<file path="src/rtl/eq_fir_sched.sv">
`default_nettype none
// ============================================================================
// Module : eq_fir_sched
// Time-multiplexed FIR scheduler: one shared external multiplier, all taps.
// Rev    : 1.0  initial release
// ============================================================================
module eq_fir_sched #(
    parameter int N_TAPS  = 8,
    parameter int MUL_LAT = 1,
    parameter int ACCW    = 40
) (
    input  logic                        clk,
    input  logic                        reset,
    input  logic                        in_valid,
    input  logic [15:0]                 in_sample,
    output logic                        in_ready,
    input  logic                        coef_we,
    input  logic [$clog2(N_TAPS)-1:0]   coef_addr,
    input  logic [15:0]                 coef_data,
    output logic                        coef_err,
    output logic [15:0]                 mac_a,
    output logic [15:0]                 mac_b,
    output logic                        mac_ce,
    input  logic [31:0]                 mac_product,
    output logic                        out_valid,
    output logic [15:0]                 out_sample
);

    localparam int                      c_aw        = $clog2(N_TAPS);
    localparam logic [c_aw-1:0]         c_last      = c_aw'(N_TAPS - 1);
    localparam logic [MUL_LAT-1:0]      c_pend_mask = {MUL_LAT{1'b1}} >> 1;
    localparam logic signed [ACCW-1:0]  c_half      = {{(ACCW-15){1'b0}}, 15'h4000};

    typedef enum logic [1:0] {
        S_IDLE  = 2'd0,
        S_RUN   = 2'd1,
        S_DRAIN = 2'd2,
        S_OUT   = 2'd3
    } state_t;

    state_t                 r_state;
    state_t                 w_state_nxt;

    logic [15:0]            r_x [N_TAPS];
    logic [15:0]            r_c [N_TAPS];
    logic [c_aw-1:0]        r_k;
    logic signed [ACCW-1:0] r_acc;
    logic [MUL_LAT-1:0]     r_vpipe;
    logic [15:0]            r_out;
    logic                   r_coef_err;

    logic                   w_accept;
    logic                   w_ce;
    logic                   w_pvalid;
    logic                   w_pending;
    logic                   w_finish;
    logic [MUL_LAT-1:0]     w_ce_vec;
    logic signed [ACCW-1:0] w_prod_ext;
    logic signed [ACCW-1:0] w_acc_nxt;
    logic signed [ACCW-1:0] w_rnd;
    logic signed [ACCW-1:0] w_shift;
    logic [15:0]            w_sat;

    assign w_accept   = (r_state == S_IDLE) && in_valid;
    assign w_ce       = (r_state == S_RUN);
    assign w_pvalid   = r_vpipe[MUL_LAT-1];
    // Anything still in flight other than the product arriving this cycle
    assign w_pending  = |(r_vpipe & c_pend_mask);
    assign w_finish   = (r_state == S_DRAIN) && !w_pending;
    assign w_prod_ext = {{(ACCW-32){mac_product[31]}}, mac_product};
    assign w_acc_nxt  = w_pvalid ? (r_acc + w_prod_ext) : r_acc;

    always_comb begin
        w_ce_vec    = '0;
        w_ce_vec[0] = w_ce;
    end

    // Round half up, then clamp into Q1.15
    always_comb begin
        w_rnd   = w_acc_nxt + c_half;
        w_shift = w_rnd >>> 15;
        w_sat   = w_shift[15:0];
        if (w_shift[ACCW-1:15] != {(ACCW-15){w_shift[15]}}) begin
            w_sat = w_shift[ACCW-1] ? 16'h8000 : 16'h7FFF;
        end
    end

    always_comb begin
        w_state_nxt = r_state;
        case (r_state)
            S_IDLE:  if (in_valid)      w_state_nxt = S_RUN;
            S_RUN:   if (r_k == c_last) w_state_nxt = S_DRAIN;
            S_DRAIN: if (!w_pending)    w_state_nxt = S_OUT;
            S_OUT:                      w_state_nxt = S_IDLE;
            default:                    w_state_nxt = S_IDLE;
        endcase
    end

    always_ff @(posedge clk or posedge reset) begin
        if (reset) begin
            r_state    <= S_IDLE;
            r_k        <= '0;
            r_acc      <= '0;
            r_vpipe    <= '0;
            r_out      <= '0;
            r_coef_err <= 1'b0;
        end else begin
            r_state    <= w_state_nxt;
            r_vpipe    <= (r_vpipe << 1) | w_ce_vec;
            r_coef_err <= coef_we && (r_state != S_IDLE);
            if (w_accept) begin
                r_acc <= '0;
                r_k   <= '0;
            end else begin
                r_acc <= w_acc_nxt;
                if (w_ce) begin
                    r_k <= r_k + 1'b1;
                end
            end
            if (w_finish) begin
                r_out <= w_sat;
            end
        end
    end

    // Delay line and coefficient RAM; a same-cycle write is visible to the run
    always_ff @(posedge clk or posedge reset) begin
        if (reset) begin
            for (int i = 0; i < N_TAPS; i++) begin
                r_x[i] <= '0;
                r_c[i] <= '0;
            end
        end else begin
            if (coef_we && (r_state == S_IDLE)) begin
                r_c[coef_addr] <= coef_data;
            end
            if (w_accept) begin
                for (int i = N_TAPS - 1; i > 0; i--) begin
                    r_x[i] <= r_x[i-1];
                end
                r_x[0] <= in_sample;
            end
        end
    end

    assign in_ready   = (r_state == S_IDLE);
    assign mac_ce     = w_ce;
    assign mac_a      = w_ce ? r_c[r_k] : 16'h0000;
    assign mac_b      = w_ce ? r_x[r_k] : 16'h0000;
    assign out_valid  = (r_state == S_OUT);
    assign out_sample = r_out;
    assign coef_err   = r_coef_err;

endmodule
`default_nettype wire
</file>
<file path="config.mk">
export PLATFORM = sky130hd
export DESIGN_NAME = eq_fir_sched
export DESIGN_NICKNAME = d
export VERILOG_FILES = /design/src/rtl/eq_fir_sched.sv
export SDC_FILE = /design/constraint.sdc
export NUM_CORES = 1
export LEC_CHECK = 0
export BUFFER_PORTS_ARGS = -buffer_cell sky130_fd_sc_hd__clkbuf_2
export CORE_ASPECT_RATIO = 1.4
export CORE_UTILIZATION = 60
export DETAILED_ROUTE_END_ITERATION = 12
export GPL_ROUTABILITY_DRIVEN = 0
export PLACE_DENSITY_LB_ADDON = 0.05
export REMOVE_ABC_BUFFERS = 1
export SLEW_MARGIN = 20
export SYNTH_ARGS = -nofsm -noshare
export SYNTH_HDL_FRONTEND = slang
export SYNTH_SLANG_ARGS = --single-unit
</file>
<file path="constraint.sdc">
create_clock -name clk -period 35.2 [get_ports clk]
set_input_delay 7.04 -clock clk [delete_from_list [all_inputs] [get_ports clk]]
set_output_delay 7.04 -clock clk [all_outputs]
set_load 0.02 [all_outputs]
</file>
-- Yosys cells after proc, flatten, opt, wreduce, memory -nomap -nowiden
Index checks and enable logic that the tools add are counted.
Widths: inputs -> output; s select.
- register bits after elaboration: 319
- bits of input ports: 71
- word-level logic and storage cells: 65
- bitwise logic cells: 2
- magnitude comparators: 3
- multiplexer cells: 20
- equal/unequal tests: 7
- reductions and logical operators: 8
- $add $sub $neg: 3
- operator list (operator ; number):
    $mux 16 ; 9
    $bwmux 128 ; 1
    $bmux 16 s3 ; 2
    $mux 40 ; 2
    $demux 16 s3 ; 1
    $add 40x16->40 const B ; 1
    $add 40x32->40 ; 1
    $ne 24x24->1 ; 1
    $ge 4x4->1 const B ; 2
    $not 3->4 ; 2
    $pmux 2 s4 ; 1
    $mux 3 ; 2
    $eq 2x2->1 const B ; 2
    $logic_and 1x1->1 ; 4
    $lt 4x1->1 const B ; 1
    $mux 2 ; 2
    $reduce_bool 2->1 ; 2
    $add 3x1->3 const B ; 1
    $eq 3x3->1 const B ; 1
    $eq 2x1->1 const B ; 1
    $logic_not 2->1 ; 1
    $ne 2x1->1 const B ; 1
    $ne 2x2->1 const B ; 1
    $reduce_and 2->1 ; 1

-- Depth between registers and ports, before layout
- depth in word-level cells: 6
- gate-level depth with buffers: 19

-- Worst setup path after synthesis
Ideal clock, no wire load.
- kind: input-to-reg
- start point: input mac_product[11]
- end point: register r_out[0] (netlist: out_sample[0])
- path buffers: 2
- library setup time: 0.145 ns
- slack: 23.890 ns
- arrival time: 11.165 ns
- cell stages on the path: 17
- path through: ha_1 > buf_4 > nand2_1 > or4_4 > or3_4 > o211a_1 > or4_1 > nand3_2 > nand3b_4 > nor4_4 > and3_1 > xnor2_1 > or4_4 > a22oi_4 > a21o_4 > buf_6 > o221ai_2
- longest elaborated chain between the ends: 5
- elaborated cells on any way between the ends: 6
- those cells by class: add/sub (2); eq/ne (1); mux (3)
- RTL lines (element ; line ; source):
    start: declaration ; 24 ; input logic [31:0] mac_product,
    $add 40x32->40 * ; 71 ; assign w_acc_nxt = w_pvalid ? (r_acc + w_prod_ext) : r_acc;
    $mux 40 * ; 71 ;
    $add 40x16->40 * ; 80 ; w_rnd = w_acc_nxt + c_half;
    $ne 24x24->1 or $mux 16 (tied branches) ; 83, 84 ;
    $mux 16 * ; 83 ; if (w_shift[ACCW-1:15] != {(ACCW-15){w_shift[15]}}) begin
    end signal: assignment ; 121 ; r_out <= w_sat;
    end: declaration ; 49 ; logic [15:0] r_out;
Mark *: on every way between the ends. The rest lies on a longest branch, timed or not.
A chain may end at the register's enable or synchronous reset.

-- Worst setup path after layout
- start point: input mac_product[0]
- end point: register r_out[12] (netlist: out_sample[12])
The elaborated chain is that of the path after synthesis.

==> qor.yml <==
timing:
  worst-slew-pin-transition_ps: 1113
  setup_viol: 0
  period_minus_slack_ps: 11610
  rsz0062_at_grt: "no"
  fin_skew_ps: 11.52
  fmax_ghz: 0.08611
  fin_setup_tns_ps: 0
  fin_crit_sh: 0.3299
  maxSlewViolCount: 0
  hold_violations: 0
  worst_slack_ps: 23590
  relSlewSlack: 0.2580
  hold_ws_ps: 469.3
routing:
  wl_per_cell_microns: 19.01
  ant_nets: 0
  vias_per_cell: 5.932
  drt-total-wl_microns: 41130
  drcViolationCount: 0
  vias: 12840
  drt_iter0_drc: 735
  drtPass1Iterations: 6
yosys:
  yosys_warnings: 0
  synth_top_area_cell: "dfrtp_1"
  yosysUniqueCellTypes: 66
  synth_area_sq_mm: 0.01748
  netlist_top_cells_area: "dfrtp_1 46%, nand2_1 9.9%, mux2_2 8.4%"
  ys_ff_latch: 319
  synth_top_flop_cell: "dfrtp_1"
  ys_seq_area_frac: 0.4568
  syn_avg_cell_area_sq_um: 10.34
  synth_top_area_share: 0.4568
  synthArstFlopShare: 1.000
  synth_edf_count: 0
  syn_inst: 1691
worst_setup_path:
  worst-setup-path-type: "input pin to flip-flop"
  crit_fanout: 15
  cp-start-kind: "input pin"
  arrival_ps: 12080
  crit_required_ps: 35670
  cp-end-kind: "flip-flop"
clock_network:
  cts_buffers: 31
  ctsHoldBuffers: 0
  clk_pin_slew_ps: 60
  cts_resized: 0
  clock_latency_ps: 560
  cts_tree: "yes"
  post-cts-setup-buffers: 0
  cts.htree.levels: 1
  cts_buffer_depth: 3
  cts_sinks: 319
  cts_root_buffer: "clkbuf_16"
pwr:
  power_frac_seq: 0.350
  total_power_mw: 1.800
  p_switching_mw: 0.7213
  clkPwrFrac: 0.180
  p_int_mw: 1.079
  p_leak_nw: 9.228
  vdd_ir_drop_max_mv: 0.05211
  powerDensity_mw_per_mm2: 93.20
  p_sw_frac: 0.4008
  combPwrFrac: 0.470
placement:
  placed_cell_area_sq_mm: 0.01834
  post-place-cells: 2109
  dp_slack_ps: 23110
  hpwl_microns: 27540
  portBuffers: 122
grt:
  gr-total-overflow: 0
  track_usage: 0.2860
  grt_pass1_vias: 13190
  grt_antenna_before_repair: 1
  grt_max_degree: 187
  grt_pass1_wl_microns: 67900
finish:
  finish.utilization: 0.6777
  finalNonFillerCells: 2164
  area_delta_synth_final_pct: 10.50
  final_layout_size_suffix_gt1_frac: 0.2314
  design_area_sq_mm: 0.01931
  num_antenna_cells: 0
  finish.net_count: 1885
floorplanning:
  initial_core_util: 0.6133
  num_rows: 73
  die_w_microns: 146.2
  dieArea_sq_mm: 0.02982
  core_area_sq_mm: 0.02850
  dieHeight_microns: 203.9
  io_pins: 123
outcome:
  status: "finished clean"
run:
  drv_cap: 0
worst_hold_path:
  hold_class: "flip-flop to flip-flop"
==> state kept, by name (all words and copies together), names as in the netlist <==
register,flops
coef_err,1
out_sample,16
r_acc,40
r_c,128
r_k,3
r_state,2
r_vpipe,1
r_x,128
==> cells in the mapped netlist (all sizes together) (18+ instances only) <==
cell,number
mux4,64
buf,19
xor2,20
inv,30
xnor2,21
mux2i,57
clkbuf,77
nor2b,42
nand2,459
mux2,130
ha,46
nor2,77
nand3,18
dfrtp,319
o21ai,32
a21oi,71
==> placed cells by master (no fill, tap or decap), types with 5 or more instances in the layout <==
cell type / synthesis / routed
clkbuf_2: 1 / 122
a21o_1: 16 / 16
clkbuf_1: 76 / 7
nor2_1: 77 / 77
mux4_2: 64 / 64
nand2b_1: 10 / 10
clkbuf_16: 0 / 31
nand3_1: 17 / 17
o31ai_1: 5 / 5
nor3_1: 14 / 14
buf_4: 3 / 15
and2_1: 11 / 10
ha_1: 46 / 45
clkinv_2: 0 / 9
inv_1: 30 / 29
o211ai_1: 11 / 11
mux2i_1: 57 / 57
o221ai_2: 10 / 10
a31oi_1: 7 / 7
nor2b_1: 42 / 42
and3_1: 11 / 11
a21oi_1: 71 / 71
nand2_1: 459 / 458
o21ai_0: 32 / 32
xor2_1: 20 / 20
nand4_1: 17 / 17
dfrtp_1: 319 / 315
a211oi_1: 12 / 12
mux2_2: 130 / 130
xnor2_1: 21 / 21
o21a_1: 5 / 5
or3_1: 8 / 8
o221ai_1: 6 / 6
==> path summary, 6_finish.rpt <==
kind                                  end  cells past startpoint  slack, ps            from
setup / recovery           out_sample[12]                     17      23590  mac_product[0]
hold / removal                    r_x[11]                      2        470         r_x[11]
setup reg to reg           out_sample[12]                     16      29770        r_acc[0]
hold reg to reg                   r_x[11]                      2        470         r_x[11]
max in group asynchronous          r_k[0]                      3      26870           reset
min in group asynchronous         r_x[76]                      2       6700           reset
==> final cells by class <==
class | count | area (sq um)
Clock inverter | 15 | 142.6
Inverter | 31 | 123.9
Fill cell | 2233 | 9185
Tap cell | 375 | 469.2
Sequential cell | 319 | 7990
Clock buffer | 40 | 829.5
Multi-Input combinational cell | 1245 | 9002
Timing Repair Buffer | 139 | 754.5
==> per-layer routing <==
layer | vias to the layer above | share of wire | track usage
li1 | 6070 | - | -
met1 | 6346 | 0.41 | 0.3549
met2 | 313 | 0.50 | 0.4935
met3 | 106 | 0.042 | 0.03839
met4 | 2 | 0.048 | 0.1406
met5 | - | 0.00032 | 0
==> power by group through the flow <==
stage | Combinational [mW] | Sequential, mW | Clock, mW
2_1_floorplan | 0.617 | 0.637 | 0
3_3_place_gp | 0.828 | 0.626 | 0
3_5_place_dp | 0.845 | 0.634 | 0
4_1_cts | 0.849 | 0.630 | 0.330
5_1_grt | 0.931 | 0.651 | 0.343
6_report | 0.847 | 0.630 | 0.324
==> kinds of logic (layout without fill, tap and decap cells) <==
kind of cell    Yosys count  count (layout)  share of synthesized area
simple gates            691             691                     0.1730
compound gates          215             215                    0.08792
fa+ha+maj                47              47                    0.03408
mux                     251             251                     0.1989
buf+inv                 127             225                    0.02885
xor+xnor                 41              41                    0.02055
flops                   319             319                     0.4568
==> worst max-delay path: stages <==
cell       delay (ps)
clkbuf_2           80
ha_1              230
fa_1              410
a21o_1            200
a221o_1           360
a211oi_1          640
a2111oi_0         280
o21a_1            220
o31ai_1           500
nand2_1           140
nor4_1            410
and3_1            250
nand2b_1           70
xnor2_1           170
nor4_1            520
o211ai_4          300
o221ai_1          260
Power figures use the tool's default switching activity.
